--- config.mk ---
export PLATFORM = sky130hd
export DESIGN_NAME = updi_txn_sequencer
export DESIGN_NICKNAME = d
export VERILOG_FILES = /design/src/rtl/updi_txn_sequencer.sv
export SDC_FILE = /design/constraint.sdc
export NUM_CORES = 1
export LEC_CHECK = 0
export BUFFER_PORTS_ARGS = -buffer_cell sky130_fd_sc_hd__buf_2
export CELL_PAD_IN_SITES_DETAIL_PLACEMENT = 0
export CELL_PAD_IN_SITES_GLOBAL_PLACEMENT = 2
export CORE_AREA = 2 2 74 76
export DETAILED_ROUTE_END_ITERATION = 16
export DIE_AREA = 0 0 76 78
export PLACE_DENSITY_LB_ADDON = 0.1
export SLEW_MARGIN = 20
export SYNTH_ARGS = -nofsm -noshare
export SYNTH_HDL_FRONTEND = slang
export SYNTH_SLANG_ARGS = --single-unit
--- constraint.sdc ---
create_clock -name clk -period 2.1 [get_ports clk]
set_input_delay 0.21 -clock clk [delete_from_list [all_inputs] [get_ports clk]]
set_output_delay 0.21 -clock clk [all_outputs]
set_load 0.01 [all_outputs]
--- src/rtl/updi_txn_sequencer.sv ---
// Sequences one UPDI exchange: TX instruction bytes, optional ACK wait, optional RX read.
// Optional retry-on-timeout is enabled by defining UPDI_SEQ_RETRY_EN.
module updi_txn_sequencer #(
    parameter int BITS_N      = 6,
    parameter int MAX_RETRIES = 3,
    localparam int RW         = $clog2(MAX_RETRIES + 1)
) (
    input  logic              clk,
    input  logic              rst,
    // Requester: a request is accepted on the cycle req_valid and req_ready are both high.
    input  logic              req_valid,
    output logic              req_ready,
    input  logic [BITS_N-1:0] req_tx_bytes,
    input  logic              req_ack,
    input  logic [BITS_N-1:0] req_rx_bytes,
    output logic              rsp_done,
    output logic [1:0]        rsp_status,
    output logic [RW-1:0]     rsp_retries,
    output logic              rsp_flush,
    // Transmit handler
    output logic              tx_start,
    output logic [BITS_N-1:0] tx_n_bytes,
    input  logic              tx_ready,
    input  logic              tx_done,
    // Input handler
    output logic              rx_start,
    output logic [BITS_N-1:0] rx_n_bytes,
    output logic              rx_wait_ack,
    input  logic              rx_ready,
    input  logic              rx_done,
    input  logic              rx_timeout,
    input  logic              rx_ack_received,
    input  logic              rx_ack_error,
    output logic [3:0]        dbg_state
);

    localparam logic [3:0] S_IDLE      = 4'd0;
    localparam logic [3:0] S_TX_START  = 4'd1;
    localparam logic [3:0] S_TX_WAIT   = 4'd2;
    localparam logic [3:0] S_ACK_START = 4'd3;
    localparam logic [3:0] S_ACK_WAIT  = 4'd4;
    localparam logic [3:0] S_RX_START  = 4'd5;
    localparam logic [3:0] S_RX_WAIT   = 4'd6;
    localparam logic [3:0] S_RETRY     = 4'd7;
    localparam logic [3:0] S_DONE      = 4'd8;

    localparam logic [1:0] ST_OK      = 2'd0;
    localparam logic [1:0] ST_TIMEOUT = 2'd1;
    localparam logic [1:0] ST_NACK    = 2'd2;

    logic [3:0]        state, state_nx;
    logic [BITS_N-1:0] tx_bytes_q, tx_bytes_nx;
    logic [BITS_N-1:0] rx_bytes_q, rx_bytes_nx;
    logic              ack_q, ack_nx;
    logic [1:0]        status_q, status_nx;
    logic [3:0]        timeout_state;
    logic [1:0]        timeout_status;

    function automatic logic [3:0] first_phase(input logic [BITS_N-1:0] tx,
                                               input logic              ack,
                                               input logic [BITS_N-1:0] rx);
        if (tx != '0)      return S_TX_START;
        else if (ack)      return S_ACK_START;
        else if (rx != '0) return S_RX_START;
        else               return S_DONE;
    endfunction

    function automatic logic [3:0] after_tx(input logic ack, input logic [BITS_N-1:0] rx);
        if (ack)           return S_ACK_START;
        else if (rx != '0) return S_RX_START;
        else               return S_DONE;
    endfunction

`ifdef UPDI_SEQ_RETRY_EN
    localparam logic [RW-1:0] RETRY_MAX = RW'(MAX_RETRIES);

    logic [RW-1:0] retry_q, retry_nx;
    logic          retry_left;

    assign retry_left     = (retry_q < RETRY_MAX);
    assign timeout_state  = S_RETRY;
    assign timeout_status = status_q;
`else
    assign timeout_state  = S_DONE;
    assign timeout_status = ST_TIMEOUT;
`endif

    always_comb begin
        state_nx    = state;
        tx_bytes_nx = tx_bytes_q;
        rx_bytes_nx = rx_bytes_q;
        ack_nx      = ack_q;
        status_nx   = status_q;
`ifdef UPDI_SEQ_RETRY_EN
        retry_nx    = retry_q;
`endif
        case (state)
            S_IDLE: begin
                if (req_valid) begin
                    tx_bytes_nx = req_tx_bytes;
                    rx_bytes_nx = req_rx_bytes;
                    ack_nx      = req_ack;
                    status_nx   = ST_OK;
`ifdef UPDI_SEQ_RETRY_EN
                    retry_nx    = '0;
`endif
                    state_nx    = first_phase(req_tx_bytes, req_ack, req_rx_bytes);
                end
            end
            S_TX_START: begin
                if (tx_ready) state_nx = S_TX_WAIT;
            end
            S_TX_WAIT: begin
                if (tx_done) state_nx = after_tx(ack_q, rx_bytes_q);
            end
            S_ACK_START: begin
                if (rx_ready) state_nx = S_ACK_WAIT;
            end
            S_ACK_WAIT: begin
                // Error beats a simultaneous ACK; a timeout loses to either.
                if (rx_ack_error) begin
                    state_nx  = S_DONE;
                    status_nx = ST_NACK;
                end else if (rx_ack_received) begin
                    state_nx  = (rx_bytes_q != '0) ? S_RX_START : S_DONE;
                end else if (rx_timeout) begin
                    state_nx  = timeout_state;
                    status_nx = timeout_status;
                end
            end
            S_RX_START: begin
                if (rx_ready) state_nx = S_RX_WAIT;
            end
            S_RX_WAIT: begin
                if (rx_done) begin
                    state_nx  = S_DONE;
                end else if (rx_timeout) begin
                    state_nx  = timeout_state;
                    status_nx = timeout_status;
                end
            end
            S_RETRY: begin
`ifdef UPDI_SEQ_RETRY_EN
                // Retries always restart from the first enabled phase, normally TX.
                if (retry_left) begin
                    retry_nx = retry_q + RW'(1);
                    state_nx = first_phase(tx_bytes_q, ack_q, rx_bytes_q);
                end else begin
                    state_nx  = S_DONE;
                    status_nx = ST_TIMEOUT;
                end
`else
                state_nx  = S_DONE;
                status_nx = ST_TIMEOUT;
`endif
            end
            S_DONE: begin
                state_nx = S_IDLE;
            end
            default: begin
                state_nx = S_IDLE;
            end
        endcase
    end

    always_ff @(posedge clk) begin
        if (rst) begin
            state      <= S_IDLE;
            tx_bytes_q <= '0;
            rx_bytes_q <= '0;
            ack_q      <= 1'b0;
            status_q   <= ST_OK;
`ifdef UPDI_SEQ_RETRY_EN
            retry_q    <= '0;
`endif
        end else begin
            state      <= state_nx;
            tx_bytes_q <= tx_bytes_nx;
            rx_bytes_q <= rx_bytes_nx;
            ack_q      <= ack_nx;
            status_q   <= status_nx;
`ifdef UPDI_SEQ_RETRY_EN
            retry_q    <= retry_nx;
`endif
        end
    end

    // Everything is forced low while rst is high, even before the state register clears.
    assign req_ready   = ~rst & (state == S_IDLE);
    assign tx_start    = ~rst & (state == S_TX_START) & tx_ready;
    assign tx_n_bytes  = rst ? '0 : tx_bytes_q;
    assign rx_wait_ack = ~rst & (state == S_ACK_START) & rx_ready;
    assign rx_start    = ~rst & (state == S_RX_START) & rx_ready;
    assign rx_n_bytes  = rst ? '0 : rx_bytes_q;
    assign rsp_done    = ~rst & (state == S_DONE);
    assign rsp_status  = rst ? ST_OK : status_q;
    assign dbg_state   = rst ? S_IDLE : state;

`ifdef UPDI_SEQ_RETRY_EN
    assign rsp_flush   = ~rst & (state == S_RETRY) & retry_left;
    assign rsp_retries = rst ? '0 : retry_q;
`else
    assign rsp_flush   = 1'b0;
    assign rsp_retries = '0;
`endif

endmodule

==> results by group, run 1 <==
Synth
  • Synth top area share: between 30% and 40%
  • Mapped Cells: around 170
  • Synthesized area: 1240 sq um
  • Synthesized flop and latch total: 19
  • Sequential area share after synthesis: a little under a third
  • Syn_area_per_cell: around 7.4 sq um
  • Netlist cell types: 43
  • Post-synth top cells: 33 x nand2_1, 19 x dfxtp_1, 19 x nor2b_1, 17 x a21oi_1, 13 x nor2_1
  • Most numerous cell in the Yosys netlist: nand2_1
  • Cell accounting for the most synthesized area: dfxtp_1
  • Synth async-reset ratio: 0%
  • EDFF count, synth: 0
  • Top_reg_cell synth: dfxtp_1
  • Yosys warns: 0
  • Largest cells by area after synthesis: dfxtp_1 31%, nand2_1 10%, nor2b_1 9.6%

Clocking
  • Clk_lat worst skew: roughly 250 ps
  • CTS H-tree lvls: 1
  • Postcts setup bufs: 0
  • CTS tree: yes
  • CTS root buf: clkbuf_8
  • CTS Buffer Depth: 2
  • TritonCTS Sinks: 19
  • Num CTS Buffers: 3
  • Clock transition at path regs: around 70 ps
  • Post-CTS Resized: 0
  • Hold_buf cts: 0

Final layout
  • Cell Count, Final, Fillers Out: 280
  • FILL cells: approximately 580
  • Share of layout cells above drive strength 1: just under 30%
  • Ant. Diodes: 0
  • Reg area: 380.4 sq um
  • Multi-input gate area: around 780 sq um
  • Final Core Density: 31.14%
  • Cell area after layout: 1570 sq um
  • Total Nets Final: around 230
  • Syn-to-layout area delta: 26.64%

Setup path
  • CP peak stage delay: around 460 ps
  • Slowest CP cell: dfxtp_1
  • Worst path buffer plus inverter count: 2
  • CP endpoint kind: output port
  • WP data arrival: 1660 ps
  • Cell Chain, Critical Path: buf_4 -> nor2b_1 -> and3_1 -> buf_2
  • CP startpoint kind: flop
  • Worst Path Required: between 1500 and 2000 ps
  • CP Max Fanout: 8
  • CP delay by family, top: simple AND/OR/NAND/NOR gates
  • Setup Crit Path Kind: flop to output port

Route
  • Post-route antenna net violation count: 0
  • DR iter-0 viols: approximately 50
  • Routed via count: around 1300
  • Drt via density: 4.675
  • Detailed Routing Iterations Pass 1: 4
  • Routed WL: 3.666 mm
  • Drt drc: 0
  • WL/cell: between 10 and 15 um

STA
  • TNS Setup: 0 ps
  • Hold Fails Final Rpt: 0
  • RSZ-0062 raised after global routing: false
  • Worst Skew: 2.664 ps
  • Max-slew headroom: approximately two thirds
  • Final worst slack: about 230 ps
  • Period utilization: around 89%
  • # setup viols final: 0
  • Crit path time final: ~1900 ps
  • Max Slew Vio Count: 0
  • Hold_ws: around 200 ps
  • Fmax: 0.5360 GHz
  • Tightest Pin Transition: roughly 520 ps

Power
  • Leak: 0.6878 nW
  • Worst vdd ir: about 0.00026 V
  • Total power: 1.563 mW
  • Power per cell area: 995.1 nW/um^2

Placement
  • Dpl ws: 305.8 ps
  • HPWL Detailed: between 2 and 3 mm
  • Cells after DPL: between 200 and 300
  • DP Area: approximately 1500 sq um
  • GPL Wtd Cong: 0.7649
  • Port Buffers: between 40 and 50

Die
  • Row count: 26
  • Die H: 78 um
  • Initial core utilization: between 20% and 30%
  • Die area: around 6000 sq um
  • IO Count: 49
  • Die X: 76 um
  • Core area: roughly 5000 sq um

GRT
  • Remaining global-route overflow: 0
  • All-Layer GR Usage: 13.15%
  • Initial antenna violation count: 0
  • Vias in the first global route: about 1300
  • First-pass GRT wire length: 6.354 mm
  • Largest net degree at the start of global routing: 25

Flow run
  • Max_cap viols: 0

Outcome
  • Status: finished, final reports clean

Hold path
  • HP Class: primary input to flop
## per-layer routing
layer  up-vias  GRT usage (%)  wire [um]
met3         2          2.326        184
met1       606          17.11       1748
li1        666              -          -
met4         0          4.364         25
met2        35          22.05       1707
met5         -              0          0
## cells by family after synthesis
family | after synthesis | synth area share (%)
buffers and inverters | 18 | 7.366
AND/OR/NAND/NOR | 92 | 40.06
other | 1 | 0.3024
multiplexers | 3 | 2.523
flip-flops | 19 | 30.68
AO/OA/AOI/OAI | 35 | 19.07
## tightest hold or removal path, delay by kind of cell
| family | cells | cell delay (ps) |
|---|---|---|
| buf+inv | 1 | 100 |
| compound gates | 1 | 50 |
| simple gates | 1 | 50 |
## cells in the final DEF (no fill, tap or decap), types with 2 or more instances in the layout
cell / count
buf_2: 45
nand2_1: 33
nor2b_1: 19
dfxtp_1: 19
a21oi_1: 17
nor2_1: 13
nor4_1: 6
buf_4: 6
and3_1: 4
inv_1: 3
conb_1: 3
clkbuf_8: 3
nor3_1: 2
nand2b_1: 2
nand3b_1: 2
a31o_2: 2
a211oi_1: 2
mux2i_1: 2
a21boi_0: 2
nand3_1: 2
## where the power goes
| group | switching, mW | total, mW | internal [mW] | leakage [nW] |
|---|---|---|---|---|
| Sequential | 0.0979 | 0.544 | 0.446 | 0.156 |
| Combinational | 0.415 | 0.759 | 0.344 | 0.510 |
| Clock | 0.125 | 0.260 | 0.135 | 0.0228 |
| Total | 0.638 | 1.56 | 0.925 | 0.688 |
## sequential cells by signal (all words and copies together), names as in the netlist
name and cells:
status_q 2, rx_bytes_q 6, ack_q 1, state 4, tx_bytes_q 6
## final cells by class
cell class,instances,share of cell area (%)
clock buffers,4,2.869
inverters,3,0.7171
multi-input cells,133,49.40
flip-flops and latches,19,24.22
well taps,70,5.578
repair buffers,51,17.21
## path summary, 6_finish.rpt
check	slack, ps	cells after the start	end	start
worst max register to register	310	5	state[1]	state[1]
worst max-delay path	230	4	rx_start	state[2]
worst min-delay path	200	3	rx_bytes_q[5]	req_rx_bytes[5]
worst min register to register	450	2	tx_bytes_q[1]	tx_bytes_q[1]
No activity file was read; power rests on OpenSTA's default activity.
==> run 2, diff against run 1 <==
- CORE_AREA: 2 2 74 76 -> 3 3 75 77
- DIE_AREA: 0 0 76 78 -> 0 0 78 80
==> run 2 against run 1 <==
Sequential power up 2%. Via count about the same. Non-clock buffer count up 1. Sequential share of layout area down 0.12 points. Clock power about the same. Clock-buffer cell count unchanged. Global-route usage down 0.76 points. First-iteration DRC count down 2.0%. Maximum frequency down 2.7%. Die area up 5.3%. Setup slack worse by 52 ps. Largest cell class unchanged.
==> results by group, run 2 (synthesis gave the netlist of run 1 again) <==
Setup path
  • WP data arrival: approximately 1700 ps
  • R2r setup slk: 280 ps
  • Worst reg2reg path endpoint: state[1]
  • R2r startpoint: state[1]
  • CP Max Fanout: 8
  • R2R depth: 5
  • CP endpoint: rx_start
  • Critical Path Source: state[2]
  • Setup Crit Path Kind: flop to output port
  • Worst Path Required: between 1500 and 2000 ps
  • CP startpoint kind: flop
  • CP endpoint kind: output port

Power
  • Worst vdd ir: 0.0002757 V
  • Power per cell area: approximately 1000 nW/um^2
  • Leak: approximately 0.69 nW

Placement
  • HPWL Detailed: 2.908 mm
  • Port Buffers: 45
  • Cells after DPL: 277
  • Dpl ws: around 280 ps
  • GPL Wtd Cong: 0.7753

Clocking
  • Hold_buf cts: 0
  • CTS Buffer Depth: 2
  • Post-CTS Resized: 0
  • CTS tree: yes
  • Num CTS Buffers: 3
  • Clk_lat worst skew: 250 ps
  • Clock transition at path regs: around 70 ps
  • TritonCTS Sinks: 19
  • Postcts setup bufs: 0
  • CTS root buf: clkbuf_8
  • CTS H-tree lvls: 1

Hold path
  • Hold Path Origin: req_tx_bytes[1]
  • HP Class: primary input to flop

Route
  • Routed WL: about 3.8 mm
  • Drt via density: around 4.7
  • DR iter-0 viols: 50
  • WL/cell: approximately 13 um
  • Drt drc: 0
  • Post-route antenna net violation count: 0
  • Detailed Routing Iterations Pass 1: 4
  • Routed via count: roughly 1300

GRT
  • Initial antenna violation count: 0
  • Grt peak-use layer: met2
  • Remaining global-route overflow: 0
  • Met1 GRT Util: between 10% and 20%
  • Met3 Resource Use GR: around 2.3%
  • Vias in the first global route: roughly 1200
  • Largest net degree at the start of global routing: 38
  • All-Layer GR Usage: 12.38%
  • First-pass GRT wire length: a little over 6 mm
  • Met2 Use GR: 20.89%

STA
  • Hold Fails Final Rpt: 0
  • Fmax: around 0.52 GHz
  • # setup viols final: 0
  • Max-slew headroom: 58.71%
  • TNS Setup: 0 ps
  • RSZ-0062 raised after global routing: false
  • Period utilization: about nine tenths
  • Worst Skew: 1.987 ps
  • Max Slew Vio Count: 0
  • Final worst slack: about 180 ps
  • Tightest Pin Transition: between 600 and 700 ps
  • Crit path time final: ~1900 ps

Final layout
  • Commonest cells after routing, fill and taps aside: 45 x buf_2, 33 x nand2_1, 19 x nor2b_1, 19 x dfxtp_1, 17 x a21oi_1
  • Ant. Diodes: 0
  • Most common cell after layout, fill and taps aside: buf_2
  • Syn-to-layout area delta: 27.24%
  • Total Nets Final: between 200 and 250
  • FILL cells: 577
  • Share of layout cells above drive strength 1: between 20% and 30%
  • Regs by FF count: rx_bytes_q x6, tx_bytes_q x6, state x4
  • Cell Count, Final, Fillers Out: between 200 and 300

Die
  • IO Count: 49
  • Die X: 78 um
  • Die area: between 6000 and 7000 sq um
  • Core area: between 5000 and 6000 sq um
  • Row count: 26
  • Initial core utilization: 24.43%
  • Die H: approximately 80 um

Flow run
  • Max_cap viols: 0

Outcome
  • Status: finished, final reports clean
-- run 2: changes by cell type in the layout (fill, tap and decap cells not counted) --
cell	previous run	this run
buf_4	6	7
-- run 2: worst max-delay path: stages (launching register included) --
cell and delay, ps:
dfxtp_1 530, buf_4 210, nor2b_1 370, and3_1 220, buf_2 130
-- run 2: cell type report --
type | count | area (sq um) | area share, %
well taps | 70 | 87.58 | 5.551
inverters | 3 | 11.26 | 0.7137
multi-input cells | 133 | 775.7 | 49.17
flip-flops and latches | 19 | 380.4 | 24.11
clock buffers | 4 | 45.04 | 2.855
repair buffers | 52 | 277.8 | 17.61
-- run 2: per-layer routing --
metal / routed length, um / part of all wire (%)
met5: 0 / 0
met1: 1733 / 46
met2: 1816 / 48
met3: 186 / 4.9
met4: 40 / 1.1
-- run 2: worst min-delay path by stage --
stage / to / slack [ps] / depth (start not counted)
2_1_floorplan: state[2] / 320 / 1
3_3_place_gp: tx_bytes_q[4] / 440 / 2
3_5_place_dp: tx_bytes_q[3] / 450 / 2
4_1_cts: tx_bytes_q[1] / 190 / 3
5_1_grt: rx_bytes_q[0] / 190 / 3
6_report: tx_bytes_q[1] / 200 / 3
-- run 2: stage by stage --
stage / area, sq um / hold slack [ps] / util (%) / total power, mW
after floorplan: 1247 / 322.5 / - / 1.084
after global placement: 1533 / 439.3 / 30.20 / 1.362
after detailed placement: 1533 / 445.8 / 30.20 / 1.365
after CTS: 1578 / 194.9 / 31.09 / 1.631
after global routing: 1578 / 192.9 / 31.09 / 1.756
final: 1578 / 197.9 / 31.09 / 1.610
-- run 2: power breakdown --
| part | internal (mW) | switching [mW] |
|---|---|---|
| clock | 0.135 | 0.125 |
| sequential | 0.446 | 0.107 |
| combinational | 0.372 | 0.424 |
| total | 0.953 | 0.657 |
==> run 3, diff against run 2 <==
- ABC_AREA: unset -> 1
- CORE_AREA: 3 3 75 77 -> 3 3 78 80
- DIE_AREA: 0 0 78 80 -> 0 0 81 83
==> run 3 against run 2 <==
Sequential cell count unchanged. Wire length up 5.2%. Clock power up 5%. Final cell count up 21%. Total power down 5.6%. Worst hold slack better by 31 ps. Clock skew up 1.8 ps. Final area up 3.8%. Non-clock buffer count down 6. Die area up 7.7%. Synthesized cell count up 33%. Via count up 8.6%. Largest cell class unchanged. Highest routed layer unchanged.
==> results by group, run 3 <==
STA
  • Worst Skew: ~3.8 ps
  • Hold_ws: roughly 230 ps
  • # setup viols final: 0
  • Hold Fails Final Rpt: 0
  • Crit path time final: approximately 1600 ps
  • TNS Setup: 0 ps
  • Fmax: around 0.63 GHz
  • Max Slew Vio Count: 0
  • Period utilization: about three quarters
  • RSZ-0062 raised after global routing: false

Synth
  • Sequential area share after synthesis: 29.06%
  • Post-synth top cells: 49 x nor2_1, 44 x nand2_1, 33 x inv_1, 19 x dfxtp_1
  • Synthesized area: between 1000 and 1500 sq um
  • Top_reg_cell synth: dfxtp_1
  • Yosys warns: 0
  • Syn_area_per_cell: ~5.8 sq um
  • Cell accounting for the most synthesized area: dfxtp_1
  • Mapped Cells: 224
  • Largest cells by area after synthesis: dfxtp_1 29%, nor2_1 14%, nand2_1 13%
  • EDFF count, synth: 0
  • Synth async-reset ratio: 0%
  • Most numerous cell in the Yosys netlist: nor2_1
  • Synthesized flop and latch total: 19
  • Synth top area share: about 29%
  • Netlist cell types: 25

Final layout
  • Final Core Density: 29.93%
  • Total Nets Final: just under 300
  • Most common cell after layout, fill and taps aside: nor2_1
  • Cell area after layout: 1638 sq um
  • FILL cells: roughly 660
  • Multi-input gate area: roughly 740 sq um
  • Syn-to-layout area delta: 25.14%
  • Reg area: 380.4 sq um
  • Share of layout cells above drive strength 1: approximately a quarter
  • Commonest cells after routing, fill and taps aside: 49 x nor2_1, 45 x buf_2, 44 x nand2_1, 33 x inv_1, 19 x dfxtp_1
  • Regs by FF count: rx_bytes_q x6, tx_bytes_q x6, state x4
  • Cell Count, Final, Fillers Out: approximately 340
  • Ant. Diodes: 0

Route
  • DR iter-0 viols: 64
  • Drt drc: 0
  • Drt via density: ~4.2
  • Post-route antenna net violation count: 0
  • Detailed Routing Iterations Pass 1: 5
  • Routed WL: about 4 mm
  • WL/cell: about 12 um
  • Routed via count: between 1000 and 1500

Placement
  • Cells after DPL: approximately 340
  • HPWL Detailed: approximately 3.2 mm
  • GPL Wtd Cong: approximately 0.83
  • DP Area: 1589 sq um
  • Port Buffers: 45

Setup path
  • Worst reg2reg path endpoint: state[2]
  • Slowest CP cell: dfxtp_1
  • R2r setup slk: 700 ps
  • Setup Crit Path Kind: flop to output port
  • Worst Path Required: approximately 1900 ps
  • CP Max Fanout: 6
  • CP startpoint kind: flop
  • R2R depth: 9
  • Cell Chain, Critical Path: inv_2 -> nand2_2 -> nor2_1 -> inv_1 -> nor3_1 -> buf_2
  • WP data arrival: 1380 ps
  • R2r startpoint: state[3]
  • CP endpoint kind: output port
  • CP peak stage delay: 390 ps

Clocking
  • CTS Buffer Depth: 2
  • Post-CTS Resized: 0
  • CTS H-tree lvls: 1
  • Postcts setup bufs: 0
  • TritonCTS Sinks: 19
  • Clk_lat worst skew: roughly 260 ps
  • CTS root buf: clkbuf_8
  • Hold_buf cts: 0
  • CTS tree: yes
  • Clock transition at path regs: around 80 ps
  • Num CTS Buffers: 3

Die
  • Die X: 81 um
  • Die area: ~6700 sq um
  • Row count: 27
  • IO Count: 49
  • Die H: around 83 um
  • Core area: 5473 sq um
  • Initial core utilization: a little under a quarter

Power
  • Flop pwr share: around a third
  • Sw Share: between 40% and 50%
  • Power per cell area: around 930 nW/um^2
  • Comb pwr share: roughly 49%
  • Switching Power: roughly 0.69 mW
  • Clock network fraction of total power: roughly 18%
  • Internal power: a little over 0.8 mW
  • Worst vdd ir: approximately 0.00028 V
  • Leak: ~0.87 nW

GRT
  • Largest net degree at the start of global routing: 27
  • Vias in the first global route: between 1000 and 1500
  • Initial antenna violation count: 0
  • All-Layer GR Usage: around 12%
  • First-pass GRT wire length: approximately 6.6 mm
  • Remaining global-route overflow: 0

Hold path
  • HP Class: primary input to flop
  • Worst hold path endpoint: tx_bytes_q[1]
  • Hold Path Depth: 3
  • Hold Path Origin: req_tx_bytes[1]

Flow run
  • Max_cap viols: 0

Outcome
  • Status: finished, final reports clean
==> run 3: cell count changes in the layout (fill, tap and decap cells not counted), moves of 6 or more <==
cell,before,now
nand3_1,2,12
nor2_1,13,49
nor2b_1,19,0
nand2_1,33,44
inv_2,0,6
o21ai_1,0,13
buf_4,7,1
inv_1,3,33
==> run 3: cell families after synthesis <==
family / Yosys count / share of synthesized area, %
AO/OA/AOI/OAI: 30 / 12.24
buffers and inverters: 48 / 15.01
flip-flops: 19 / 29.06
other: 1 / 0.2865
AND/OR/NAND/NOR: 126 / 43.40
==> run 3: cell type report <==
| class | instances | share of cell area (%) |
|---|---|---|
| repair buffers | 46 | 14.21 |
| well taps | 72 | 5.500 |
| clock buffers | 3 | 2.521 |
| flip-flops and latches | 19 | 23.22 |
| inverters | 39 | 8.938 |
| multi-input cells | 159 | 45.15 |
| clock inverters | 1 | 0.4584 |
==> run 3: worst max-delay path: cells and delay by family (launching register included) <==
family / cells / cell delay, ps
simple gates: 3 / 370
flops: 1 / 390
buf+inv: 3 / 350
==> run 3: worst max path at each step <==
stage | start | end | slack, ps | cells after the start
global placement | state[3] | state[2] | 670 | 9
global route | state[3] | rx_start | 340 | 6
detailed placement | state[3] | state[2] | 700 | 9
CTS | state[3] | rx_start | 500 | 6
floorplan | rst | tx_start | 860 | 3
finish | state[3] | rx_start | 510 | 6
==> run 3: power by group through the flow <==
stage | clock network [mW] | registers (mW) | logic [mW]
floorplan | 0 | 0.501 | 0.565
global placement | 0 | 0.511 | 0.765
detailed placement | 0 | 0.510 | 0.758
CTS | 0.281 | 0.502 | 0.760
global route | 0.300 | 0.516 | 0.851
finish | 0.274 | 0.502 | 0.744
==> run 3: stage by stage <==
| step | worst slack (ps) | power, mW |
|---|---|---|
| floorplan | 857.4 | 1.066 |
| global route | 339.4 | 1.667 |
| global placement | 671.1 | 1.276 |
| detailed placement | 703.2 | 1.269 |
| CTS | 498.3 | 1.543 |
| finish | 512.2 | 1.519 |
==> run 3: routing by layer <==
layer  wire [um]  track usage, %  vias to the layer above  share of wire (%)
li1            -               -                      773                  -
met1        1960           17.07                      614                 49
met2        1789           19.49                       29                 45
met3         170           1.844                        4                4.3
met4          53           3.994                        0                1.3
met5           0               0                        -                  0
